$ cat src/rtl/div_issue_stage.sv
// Operand-issue stage for the 64-bit combinational divider: buffers tagged
// operand pairs, drives the divider from registers and returns tagged results.
module div_issue_stage #(
    parameter int unsigned DEPTH = 4,
    parameter int unsigned TAG_W = 4
) (
    input  logic                     clk,
    input  logic                     rst,
    input  logic                     in_valid,
    output logic                     in_ready,
    input  logic [63:0]              in_a,
    input  logic [63:0]              in_b,
    input  logic [TAG_W-1:0]         in_tag,
    output logic [63:0]              div_a,
    output logic [63:0]              div_b,
    input  logic [63:0]              div_result,
    output logic                     out_valid,
    input  logic                     out_ready,
    output logic [63:0]              out_result,
    output logic [TAG_W-1:0]         out_tag,
    output logic                     out_dbz,
    output logic [$clog2(DEPTH):0]   fifo_count,
    output logic [31:0]              dbz_count
);

    localparam int unsigned PTR_W = $clog2(DEPTH);
    localparam int unsigned CNT_W = PTR_W + 1;

    typedef struct packed {
        logic [63:0]      a;
        logic [63:0]      b;
        logic [TAG_W-1:0] tag;
    } entry_t;

    typedef enum logic [1:0] {
        IDLE  = 2'd0,
        ISSUE = 2'd1,
        HOLD  = 2'd2
    } state_t;

    state_t             state;
    state_t             state_nxt;
    entry_t             mem [DEPTH];
    logic [PTR_W-1:0]   wr_ptr;
    logic [PTR_W-1:0]   rd_ptr;
    logic [TAG_W-1:0]   tag_q;
    logic               full;
    logic               empty;
    logic               push;
    logic               pop;
    logic               capture;
    logic               accept;

    assign full     = (fifo_count == CNT_W'(DEPTH));
    assign empty    = (fifo_count == '0);
    assign in_ready = ~full & ~rst;
    assign push     = in_valid & ~full;

    // State register
    always_ff @(posedge clk or posedge rst) begin
        if (rst) begin
            state <= IDLE;
        end else begin
            state <= state_nxt;
        end
    end

    // Next-state logic
    always_comb begin
        state_nxt = state;
        case (state)
            IDLE:    if (!empty) state_nxt = ISSUE;
            ISSUE:   state_nxt = HOLD;
            HOLD:    if (out_ready) state_nxt = empty ? IDLE : ISSUE;
            default: state_nxt = IDLE;
        endcase
    end

    // Control strobes decoded from the current state
    always_comb begin
        pop     = 1'b0;
        capture = 1'b0;
        accept  = 1'b0;
        case (state)
            IDLE:    pop = ~empty;
            ISSUE:   capture = 1'b1;
            HOLD: begin
                accept = out_ready;
                pop    = out_ready & ~empty;
            end
            default: ;
        endcase
    end

    // FIFO storage needs no reset; only pointers and count define occupancy
    always_ff @(posedge clk) begin
        if (push) begin
            mem[wr_ptr] <= '{a: in_a, b: in_b, tag: in_tag};
        end
    end

    always_ff @(posedge clk or posedge rst) begin
        if (rst) begin
            wr_ptr     <= '0;
            rd_ptr     <= '0;
            fifo_count <= '0;
        end else begin
            if (push) wr_ptr <= PTR_W'(wr_ptr + 1'b1);
            if (pop)  rd_ptr <= PTR_W'(rd_ptr + 1'b1);
            fifo_count <= fifo_count + CNT_W'(push) - CNT_W'(pop);
        end
    end

    // Operand issue, result capture and dbz accounting
    always_ff @(posedge clk or posedge rst) begin
        if (rst) begin
            div_a      <= '0;
            div_b      <= '0;
            tag_q      <= '0;
            out_result <= '0;
            out_tag    <= '0;
            out_dbz    <= 1'b0;
            out_valid  <= 1'b0;
            dbz_count  <= '0;
        end else begin
            if (pop) begin
                div_a <= mem[rd_ptr].a;
                div_b <= mem[rd_ptr].b;
                tag_q <= mem[rd_ptr].tag;
            end
            if (capture) begin
                out_result <= (div_b == 64'd0) ? 64'd0 : div_result;
                out_dbz    <= (div_b == 64'd0);
                out_tag    <= tag_q;
                out_valid  <= 1'b1;
            end else if (accept) begin
                out_valid <= 1'b0;
                if (out_dbz && (dbz_count != 32'hFFFF_FFFF)) begin
                    dbz_count <= dbz_count + 32'd1;
                end
            end
        end
    end

endmodule

$ cat config.mk
export PLATFORM = sky130hd
export DESIGN_NAME = div_issue_stage
export DESIGN_NICKNAME = d
export VERILOG_FILES = /design/src/rtl/div_issue_stage.sv
export SDC_FILE = /design/constraint.sdc
export NUM_CORES = 1
export LEC_CHECK = 0
export CAP_MARGIN = 20
export CELL_PAD_IN_SITES_DETAIL_PLACEMENT = 0
export CELL_PAD_IN_SITES_GLOBAL_PLACEMENT = 2
export CORE_MARGIN = 2
export CORE_UTILIZATION = 41
export CTS_CLUSTER_DIAMETER = 150
export CTS_CLUSTER_SIZE = 10
export DETAILED_ROUTE_END_ITERATION = 6
export HOLD_SLACK_MARGIN = 0.12
export PLACE_DENSITY = 0.83
export SLEW_MARGIN = 0
export SYNTH_ARGS = -nofsm -noshare
export SYNTH_HDL_FRONTEND = slang
export SYNTH_SLANG_ARGS = --single-unit
$ cat constraint.sdc
create_clock -name clk -period 8.9 [get_ports clk]
set_clock_uncertainty 0.1 [all_clocks]
set_input_delay 1.335 -clock clk [delete_from_list [all_inputs] [get_ports clk]]
set_output_delay 1.335 -clock clk [all_outputs]
set_load 0.02 [all_outputs]
* Word-level counts from Yosys, hierarchy flattened
Memories as Yosys holds them, arrays and structs flattened. A register that Yosys moved wholly into a read port is not among the register bits.
Cells that the tools add are included.
** Operators by class
- Add/sub/neg operators :: 5
- Bitwise operators :: 7
- Reductions and logical operators :: 7
- Muxes and demuxes :: 12
- Equality and inequality tests :: 6
** Operators by type and width (count)
- logical NOT 64 bit :: 1
- 2-to-1 mux 64 bit :: 1
- adder 32 x 1 -> 32 bit, second input constant :: 1
- != test 32 bit, second input constant :: 1
- 2-to-1 mux 1 bit :: 7
- one-hot mux 2 bit (3 select lines) :: 1
- adder 2 x 1 -> 2 bit, second input constant :: 2
- 2-to-1 mux 2 bit :: 2
- != test 2 bit, second input constant :: 2
- inverter 1 bit :: 4
- adder 3 x 1 -> 3 bit :: 1
- AND 1 bit :: 3
- equality test 3 bit, second input constant :: 1
- logical NOT 3 bit :: 1
- AND reduction 3 bit :: 1
- subtractor 3 x 1 -> 3 bit :: 1
- equality test 2 x 1 -> 1 bit, second input constant :: 1
- equality test 2 bit, second input constant :: 1
- logical NOT 2 bit :: 1
- one-hot mux 1 bit (2 select lines) :: 1
- AND reduction 2 bit :: 1
- nonzero test 2 bit :: 1
- logical AND 1 bit :: 1
** Word-level totals
- Word-level logic and storage cells :: 47
- RAM bits :: 528
- Register bits :: 111
- Bits of input ports :: 200
- Output and inout port bits :: 234
- Memories kept :: 1
** Memories
- mem :: words 4, width 132, read ports 1, clocked after memory_dff 1, write ports 1, line 43 : entry_t mem [DEPTH];

* Depth between registers and ports, before layout
Gate-level depths: netlist of run 1.
- Depth after elaboration :: 5
- Mapped depth :: 12
- Depth with buffers taken out :: 10

* Worst setup path after synthesis of run 1
Ideal clock, no wire load.
- Path type :: input to register
- From :: input in_valid
- To :: memory mem[0][0] (netlist bit), enable pin
- Buffers on the path :: 0
- Stages :: 2
- Library setup time :: 507 ps
- Required time :: 8293 ps
- Slack :: 3507 ps
- Data arrival time :: 4786 ps
- Path through :: a21boi_1 -> and2_1
** Between the ends
- Cells in the longest elaborated chain, start to end :: 3
** Ends and longest elaborated chain
- from (decl) :: line 9 : input logic in_valid,
- AND 1 bit :: line 57 : assign push = in_valid & ~full;
- 2-to-1 mux 1 bit :: line 97 : if (push) begin
- 2-to-1 mux 1 bit (implied by the code) :: line 98 : mem[wr_ptr] <= '{a: in_a, b: in_b, tag: in_tag};
- to (decl) :: line 43
Every way passes these cells.

* Worst setup path after layout of run 1
- From :: input rst
- To :: output in_ready
** Between the ends
- Cells in the longest elaborated chain, start to end :: 2
** Ends and longest elaborated chain
- from (decl) :: line 8 : input logic rst,
- inverter 1 bit :: line 56 : assign in_ready = ~full & ~rst;
- AND 1 bit :: line 56
- to (decl) :: line 10 : output logic in_ready,
Every way passes these cells.

==> results of run 1 <==
worst register-to-register path: cells and delay by family (launching register included):
family          cells  cell delay (ps)
compound gates      1              730
buf+inv             1              810
flops               1              500
simple gates        2              820
power by group through the flow:
stage | logic (mW) | registers, mW | clock network (mW)
after floorplan | 2.21 | 5.92 | 0
after global placement | 4.32 | 5.54 | 0
after detailed placement | 4.37 | 5.58 | 0
after CTS | 4.39 | 5.52 | 3.31
after global routing | 4.58 | 5.62 | 3.44
final | 4.30 | 5.50 | 3.22
cells by family (layout without fill, tap and decap cells):
family,count (synthesis),count (layout),synth area share
compound gates,73,73,0.0220
xor+xnor,36,36,0.0111
fa+ha+maj,8,8,0.00377
buf+inv,72,611,0.0107
flops,771,771,0.769
mux,270,270,0.159
other cells,0,2,0
simple gates,120,120,0.0245
final cells by class:
class,instances,area [µm²],share of cell area
Clock inverter,5,87.6,0.00240
Inverter,12,52.6,0.00144
Antenna cell,2,5.00,0.000137
Timing Repair Buffer,450,4500,0.123
Multi-Input combinational cell,507,6300,0.173
Sequential cell,771,21900,0.601
Clock buffer,144,2430,0.0667
Tap cell,931,1160,0.0319
flip-flops by register name (all words and copies together), names as in the netlist:
name	count
state	2
fifo_count	3
out_tag	4
mem	528
out_dbz	1
rd_ptr	2
div_a	64
dbz_count	32
out_valid	1
div_b	64
wr_ptr	2
tag_q	4
out_result	64
placed cells by master, fill, tap and decap left out, types with 3 or more instances in the layout:
master	count
a21oi_1	3
mux4_2	132
a22o_1	64
nor4_1	22
clkbuf_1	55
and2_4	4
nand2_1	19
buf_4	13
and3_1	3
nand3_1	13
nor3_1	5
clkdlybuf4s50_1	433
xnor2_1	26
xor2_1	10
nand4_1	20
mux2_2	138
inv_1	11
nor2_1	12
clkbuf_16	89
dfrtp_1	241
ha_1	7
edfxtp_1	528
routing by layer:
metal / vias up / GRT usage / part of all wire / wire length [µm]
li1: 6410 / - / - / -
met1: 7612 / 0.233 / 0.41 / 26800
met2: 450 / 0.301 / 0.50 / 32600
met3: 106 / 0.0449 / 0.065 / 4240
met4: 12 / 0.0583 / 0.024 / 1540
met5: - / 0 / 0.0011 / 75
worst min path at each step:
stage                                 end  slack, ps  cells after the start
3_3_place_gp   out_result[26]$_DFFE_PP0P_        390                      1
6_report        dbz_count[29]$_DFFE_PP0P_        400                      1
2_1_floorplan       out_valid$_DFFE_PP0P_        370                      1
3_5_place_dp   out_result[45]$_DFFE_PP0P_        390                      1
5_1_grt        out_result[45]$_DFFE_PP0P_        420                      1
4_1_cts         dbz_count[29]$_DFFE_PP0P_        400                      1
==> results.md, run 1 <==
- Post-Route WL: 65300 µm
- Finished Layout Cells: 2822
- GRT overflow: 0
- Cell variety after synth: 41
- Worst Tran Pin Value: 1110 ps
- # resized after CTS: 0
- P_int: 9.00 mW
- H-tree levels: 3
- R2R depth: 4
- Slowest Stage Delay on Critical Path: 650 ps
- Antenna violations before repair: 9
- Clk Latency, worst-skew pair: 630 ps
- CP arrival: 2730 ps
- Logic pwr share: 0.331
- DRC: 0
- Endpoints failing hold: 0
- Area leader, netlist: edfxtp_1
- Routed Antenna Nets: 0
- CTS Buf Count: 87
- Final instance area: 36500 µm²
- Final Wtd Congestion: 0.833
- Share of cells above drive strength 1: 0.212
- # nets final: 2037
- R2R Path Start: fifo_count[1]$_DFF_PP0_
- Avg Inst Size Synth: 21.1 µm²
- Switch share: 0.309
- Fill count: 5439
- WS Path Type: primary input to output pin
- Endpoints failing setup: 0
- Hold_sp: dbz_count[29]$_DFFE_PP0P_
- Family with the most delay on the worst path: buffers and inverters
- Post-CTS Setup Bufs: 0
- Main flop type after synthesis: edfxtp_1
- Post-DR wirelength/cell: 23.1 µm
- HPWL after detailed placement: 40600 µm
- Final WS setup: 4740 ps
- Placed cell areas: 33900 µm²
- Fin crit share: 0.468
- I/O Pins: 434
- RSZ-0062 raised after global routing: no
- Initial Util: 0.415
- Async SR Flop Fraction: 0.315
- Pleak: 12.8 nW
- PwrDens: 357 nW/µm²
- Iter 0 DRT Violations: 979
- Fin Setup TNS: 0 ps
- Final min period: 4160 ps
- Crit path to: in_ready
- Most frequent cells after synthesis: edfxtp_1, dfrtp_1, mux2_2, mux4_2, a22o_1
- Reg2reg setup slack: 5480 ps
- Critical path launch point type: primary input
- EDFF count, synth: 528
- Clock buffer depth: 3
- Total power: 13.0 mW
- Fmax: 240 MHz
- Crit path depth: 3
- CTS Root Buffer Type: clkbuf_16
- Element type at the critical path end: output pin
- Gr usage total: 0.181
- Count leader, synth: edfxtp_1
- Max Cap Viol: 0
- Vias in the first global route: 15.3k
- Max stage delay cell, worst path: clkdlybuf4s50_1
- NetSw: 4.03 mW
- Crit path buf inv count: 2
- Post-synth top area share: 0.556
- Synth Net Count: 1558
- First-pass GRT wire length: 96300 µm
- Sequential share of power: 0.422
- Core area: 68700 µm²
- Hold Path Class: flip-flop to flip-flop
- Max Slew Vio Count: 0
- CTS Hold Bufs: 0
- Die span in y: 268 µm
- Synthesized flop and latch total: 771
- Synthesized area: 28500 µm²
- Clock group share of total power: 0.247
- Status: finished, final reports clean
- Crit path from: rst
- Vias: 14.6k
- Syn. warnings: 0
- Slew margin rel.: 0.262
- Synth area leaders: edfxtp_1, dfrtp_1, mux4_2
- Final Util: 0.531
- Die W: 268 µm
- Crit-path max FO: 2
- Clock transition at the registers of the reported paths: 50 ps
- Largest net degree at the start of global routing: 150
- Placed cells: 2670
- DP Worst Slack: 4300 ps
- Area delta synth->final: 28.0%
- R2r endpoint: mem[2][71]$_DFFE_PP_
- Die area: 71700 µm²
- Sink Count: 771
- IO Port Bufs: 433
- First-pass iteration count of the detailed router: 5
- Cell count after synthesis: 1350
- Critical Path Most Common Cell: clkdlybuf4s50_1
- Via/cell ratio: 5.17
- Peak VDD IR: 0.269 mV
- Crit-path cells: clkdlybuf4s50_1, a21oi_1, clkdlybuf4s50_1
- CTS tree: yes
- Hold slack: 396 ps
- CP required: 7470 ps
- Num rows: 96
- Seq/Total Area, Yosys: 0.769
No activity file was read; power rests on OpenSTA's default activity.
==> run 2: changes to the inputs <==
clock period = 4.15 ns   (was 8.9 ns; I/O delays follow)
==> results.md, run 2 (synthesis gave the netlist of run 1 again) <==
- R2R Path Start: div_b[47]$_DFFE_PP0P_ (was fifo_count[1]$_DFF_PP0_)
- Hold Path Class: primary input to asynchronous set/reset pin (was flip-flop to flip-flop)
- Initial Util: 0.415 (unchanged)
- Element type at the critical path end: output pin (unchanged)
- CP required: 3430 ps (was 7470 ps)
- Largest net degree at the start of global routing: 135 (was 150)
- Share of cells above drive strength 1: 0.216 (was 0.212)
- # nets final: 2047 (was 2037)
- Final min period: 2720 ps
- Vias in the first global route: 15.6k (was 15.3k)
- Top sig layer: met5 (unchanged)
- Fin Setup TNS: 0 ps (unchanged)
- Slew margin rel.: 0.372 (was 0.262)
- Max FFs per register: 528 (unchanged)
- Vias: 14.8k (was 14.6k)
- Post-Route WL: 66500 µm (was 65300 µm)
- Gr usage total: 0.185 (was 0.181)
- CTS Buf Count: 87 (unchanged)
- Pleak: 12.9 nW (was 12.8 nW)
- Sink Count: 771 (unchanged)
- Antenna violations before repair: 14 (was 9)
- Critical path launch point type: flip-flop (was primary input)
- Iter 0 DRT Violations: 1027 (was 979)
- Placed cell areas: 34200 µm² (was 33900 µm²)
- Die span in y: 268 µm (unchanged)
- Max Slew Vio Count: 0 (unchanged)
- Met1 WL: 26400 µm (was 26800 µm)
- Final Wtd Congestion: 0.836 (was 0.833)
- Most common cell after layout, fill and taps aside: edfxtp_1 (unchanged)
- Post-DR wirelength/cell: 23.4 µm (was 23.1 µm)
- Via/cell ratio: 5.20 (was 5.17)
- Most frequent cells in the layout: edfxtp_1, clkdlybuf4s50_1, dfrtp_1 (unchanged)
- HPWL after detailed placement: 41200 µm (was 40600 µm)
- IO Port Bufs: 433 (unchanged)
- Worst Tran Pin Value: 943 ps (was 1110 ps)
- Placed cells: 2681 (was 2670)
- CTS Root Buffer Type: clkbuf_16 (unchanged)
- GRT overflow: 0 (unchanged)
- # resized after CTS: 0 (unchanged)
- DRC: 0 (unchanged)
- WS Path Type: flip-flop to output pin (was primary input to output pin)
- Reg with most FFs: mem (unchanged)
- Clock transition at the registers of the reported paths: 60 ps (was 50 ps)
- CTS Hold Bufs: 0 (unchanged)
- Clock buffer depth: 3 (unchanged)
- DR WL met2: 33700 µm (was 32600 µm)
- Crit path from: fifo_count[1]$_DFF_PP0_ (was rst)
- I/O Pins: 434 (unchanged)
- Final instance area: 36800 µm² (was 36500 µm²)
- CTS tree: yes (unchanged)
- Post-CTS Setup Bufs: 0 (unchanged)
- Num rows: 96 (unchanged)
- Die area: 71700 µm² (unchanged)
- Peak VDD IR: 0.562 mV (was 0.269 mV)
- Area delta synth->final: 28.9% (was 28.0%)
- RSZ-0062 raised after global routing: no (unchanged)
- PwrDens: 763 nW/µm² (was 357 nW/µm²)
- Clk Latency, worst-skew pair: 630 ps (about the same)
- Fill count: 5390 (was 5439)
- Die W: 268 µm (unchanged)
- Met3 WL: 5140 µm (was 4240 µm)
- H-tree levels: 3 (unchanged)
- Max Cap Viol: 0 (unchanged)
- CP arrival: 1990 ps (was 2730 ps)
- Routed Antenna Nets: 0 (unchanged)
- Status: finished, final reports clean (unchanged)
- Endpoints failing setup: 0 (unchanged)
- Storage cell area: 21900 µm² (unchanged)
- First-pass iteration count of the detailed router: 6 (was 5)
- Crit-path max FO: 5 (was 2)
- Core area: 68700 µm² (unchanged)
- Endpoints failing hold: 0 (unchanged)
- Fmax: 368 MHz
- First-pass GRT wire length: 98400 µm (was 96300 µm)
- Multi-input gate area: 6300 µm² (unchanged)
- Final Util: 0.535 (was 0.531)
- Fin crit share: 0.654
- Finished Layout Cells: 2845 (was 2822)
[run 2: changes by cell type in the layout (fill, tap and decap cells not counted), moves of 2 or more]
cell / delta
diode_2: +6
buf_12: +13
clkbuf_1: +6
clkbuf_16: -2
clkinv_8: +3
[run 2: per-stage QoR]
step	worst slack (ps)	hold slack [ps]	power (mW)
2_1_floorplan	238	369	17.3
3_3_place_gp	1190	385	21.3
3_5_place_dp	1130	390	21.5
4_1_cts	1360	264	28.5
5_1_grt	1280	293	29.5
6_report	1430	295	28.1
[run 2: routing by layer]
metal  track usage  up-vias
li1              -     6466
met1         0.230     7771
met2         0.314      454
met3        0.0555       96
met4        0.0533       10
met5             0        -
[run 2: critical path: stages, from the launching register on]
cell and delay, ps:
dfrtp_1 470, nor2_1 100, a21oi_1 160, clkdlybuf4s50_1 650
[run 2: cell type report]
type,count,area share
sequential,771,0.597
tap,931,0.0317
clock inverter,8,0.00398
antenna,8,0.000545
multi-input combinational,507,0.171
timing repair buffer,460,0.129
inverter,12,0.00133
clock buffer,148,0.0655
[run 2: report_power, final]
group | internal (mW) | switching, mW | leakage (nW)
sequential | 10.5 | 1.16 | 7.78
combinational | 4.87 | 4.61 | 3.92
clock | 3.96 | 2.96 | 1.21
[run 2: path summary, 6_finish.rpt]
kind	slack, ps	endpoint	depth (start not counted)
setup / recovery	1430	in_ready	3
hold / removal	300	tag_q[1]$_DFFE_PP0P_	2
setup reg to reg	1470	out_result[19]$_DFFE_PP0P_	7
hold reg to reg	400	dbz_count[29]$_DFFE_PP0P_	1
max in group asynchronous	2940	div_a[43]$_DFFE_PP0P_	3
min in group clk	400	dbz_count[29]$_DFFE_PP0P_	1
==> run 3: changes to the inputs <==
CORE_UTILIZATION = 37   (was 41)
PLACE_DENSITY = 0.79   (was 0.83)
clock period = 2.4 ns   (was 4.15 ns; I/O delays follow)
==> results.md, run 3 (synthesis gave the netlist of run 1 again) <==
- Placed cell areas: 35300 µm² (was 34200 µm²)
- Num rows: 101 (was 96)
- Hold Path Class: primary input to flip-flop (was primary input to asynchronous set/reset pin)
- CTS Buf Count: 87 (unchanged)
- Post-Route WL: 68800 µm (was 66500 µm)
- Clk Latency, worst-skew pair: 640 ps (was 630 ps)
- Vias in the first global route: 16.0k (was 15.6k)
- Max Slew Vio Count: 0 (unchanged)
- Routed Antenna Nets: 0 (unchanged)
- I/O Pins: 434 (unchanged)
- Sink Count: 771 (unchanged)
- Vias: 15.0k (was 14.8k)
- Fin crit share: 0.964
- Antenna violations before repair: 11 (was 14)
- Crit-path cells: buf_4, buf_4, clkdlybuf4s50_1 (was nor2_1, a21oi_1, clkdlybuf4s50_1)
- Clock transition at the registers of the reported paths: 60 ps (about the same)
- Final WS setup: 86.9 ps (was 1430 ps)
- Status: finished, final reports clean (unchanged)
- Iter 0 DRT Violations: 780 (was 1027)
- Endpoints failing setup: 0 (unchanged)
- Placed cells: 2862 (was 2681)
- CP arrival: 1850 ps (was 1990 ps)
- Endpoints failing hold: 0 (unchanged)
- Pleak: 13.5 nW (was 12.9 nW)
- DRC: 0 (unchanged)
- Die area: 79300 µm² (was 71700 µm²)
- Die W: 282 µm (was 268 µm)
- Fmax: 432 MHz
- Max Cap Viol: 0 (unchanged)
- First-pass iteration count of the detailed router: 5 (was 6)
- HPWL after detailed placement: 45500 µm (was 41200 µm)
- PwrDens: 1320 nW/µm² (was 763 nW/µm²)
- Finished Layout Cells: 3019 (was 2845)
- Final min period: 2310 ps
- Share of cells above drive strength 1: 0.254 (was 0.216)
- # nets final: 2132 (was 2047)
- Element type at the critical path end: output pin (unchanged)
- CTS tree: yes (unchanged)
- Area delta synth->final: 33.1% (was 28.9%)
- WS Path Type: flip-flop to output pin (unchanged)
- Via/cell ratio: 4.98 (was 5.20)
- GRT overflow: 0 (unchanged)
- CTS Root Buffer Type: clkbuf_16 (unchanged)
- RSZ-0062 raised after global routing: yes (was no)
- Final Wtd Congestion: 0.861 (was 0.836)
- Critical path launch point type: flip-flop (unchanged)
- Post-DR wirelength/cell: 22.8 µm (was 23.4 µm)
- Slowest Stage Delay on Critical Path: 600 ps (was 650 ps)
- Critical Path Most Common Cell: buf_4
- IO Port Bufs: 433 (unchanged)
- Core area: 76100 µm² (was 68700 µm²)
- CP required: 1940 ps (was 3430 ps)
- Crit-path max FO: 2 (was 5)
- First-pass GRT wire length: 102000 µm (was 98400 µm)
- DP Worst Slack: -181 ps (was 1130 ps)
- Worst Tran Pin Value: 596 ps (was 943 ps)
- Slew margin rel.: 0.599 (was 0.372)
- Clock buffer depth: 3 (unchanged)
- CTS Hold Bufs: 0 (unchanged)
- Peak VDD IR: 0.700 mV (was 0.562 mV)
- Crit path buf inv count: 3 (was 1)
- Die span in y: 282 µm (was 268 µm)
- Initial Util: 0.375 (was 0.415)
- Total power: 50.0 mW (was 28.1 mW)
- Gr usage total: 0.173 (was 0.185)
- Reg with most FFs: mem (unchanged)
- Largest net degree at the start of global routing: 69 (was 135)
- Most common cell after layout, fill and taps aside: edfxtp_1 (unchanged)
- Most frequent cells in the layout: edfxtp_1, clkdlybuf4s50_1, dfrtp_1 (unchanged)
- Max stage delay cell, worst path: clkdlybuf4s50_1 (unchanged)
- H-tree levels: 3 (unchanged)
- Final instance area: 37900 µm² (was 36800 µm²)
- Max FFs per register: 528 (unchanged)
- Family with the most delay on the worst path: buffers and inverters (unchanged)
-- run 3: worst register-to-register path, cell delays in order, from the launching register on --
cell	delay, ps
dfrtp_1	430
nor4_2	310
buf_4	170
nand4_1	180
nor4_2	320
buf_4	190
nor2_4	70
clkbuf_16	210
a22o_1	200
-- run 3: final timing paths --
path / slack (ps) / cells after the start / to / start
worst max-delay path: 90 / 3 / div_b[47] / div_b[47]$_DFFE_PP0P_
worst min-delay path: 220 / 2 / out_result[0]$_DFFE_PP0P_ / div_result[0]
min in group asynchronous: 240 / 3 / div_b[13]$_DFFE_PP0P_ / rst
max in group asynchronous: 1380 / 4 / div_b[10]$_DFFE_PP0P_ / rst
worst max register to register: 100 / 8 / out_result[61]$_DFFE_PP0P_ / div_b[12]$_DFFE_PP0P_
worst min register to register: 400 / 1 / out_result[6]$_DFFE_PP0P_ / out_result[6]$_DFFE_PP0P_
-- run 3: metrics by stage --
stage / hold WS, ps / utilization / TNS, ps
4_1_cts: 182 / 0.498 / -1.06
5_1_grt: 204 / 0.499 / -152
2_1_floorplan: 359 / - / -340210
3_5_place_dp: 391 / 0.464 / -10850
6_report: 225 / 0.499 / 0
3_3_place_gp: 387 / 0.464 / -10230
-- run 3: repair_timing --
item / in CTS / in global routing
pin swaps: 2 / 1
cloned: 0 / 1
setup endpoints to repair: 65 / 65
buffers inserted: 0 / 2
hold endpoints to repair: 0 / 0
gates resized for setup: 8 / 6
-- run 3: metal layers --
metal / vias to the layer above / share of wire / GRT usage / wire length (µm)
met5: - / 0.0017 / 0 / 114
met4: 18 / 0.021 / 0.0449 / 1470
met3: 115 / 0.074 / 0.0538 / 5110
met2: 433 / 0.50 / 0.295 / 34700
met1: 7863 / 0.40 / 0.213 / 27500
li1: 6603 / - / - / -
-- run 3: area by class of cell --
type | instances | area, µm²
clock buffer | 146 | 2400
antenna | 1 | 2.50
timing repair buffer | 545 | 5750
multi-input combinational | 507 | 6380
inverter | 12 | 48.8
tap | 1030 | 1290
fill | 6248 | 38100
clock inverter | 7 | 141
sequential | 771 | 21900
-- run 3: power by group --
part           leakage (nW)  switching [mW]  internal, mW
logic                  4.48            8.69          9.47
registers              7.78            1.71          18.1
clock network          1.20            5.13          6.83
total                  13.5            15.5          34.4
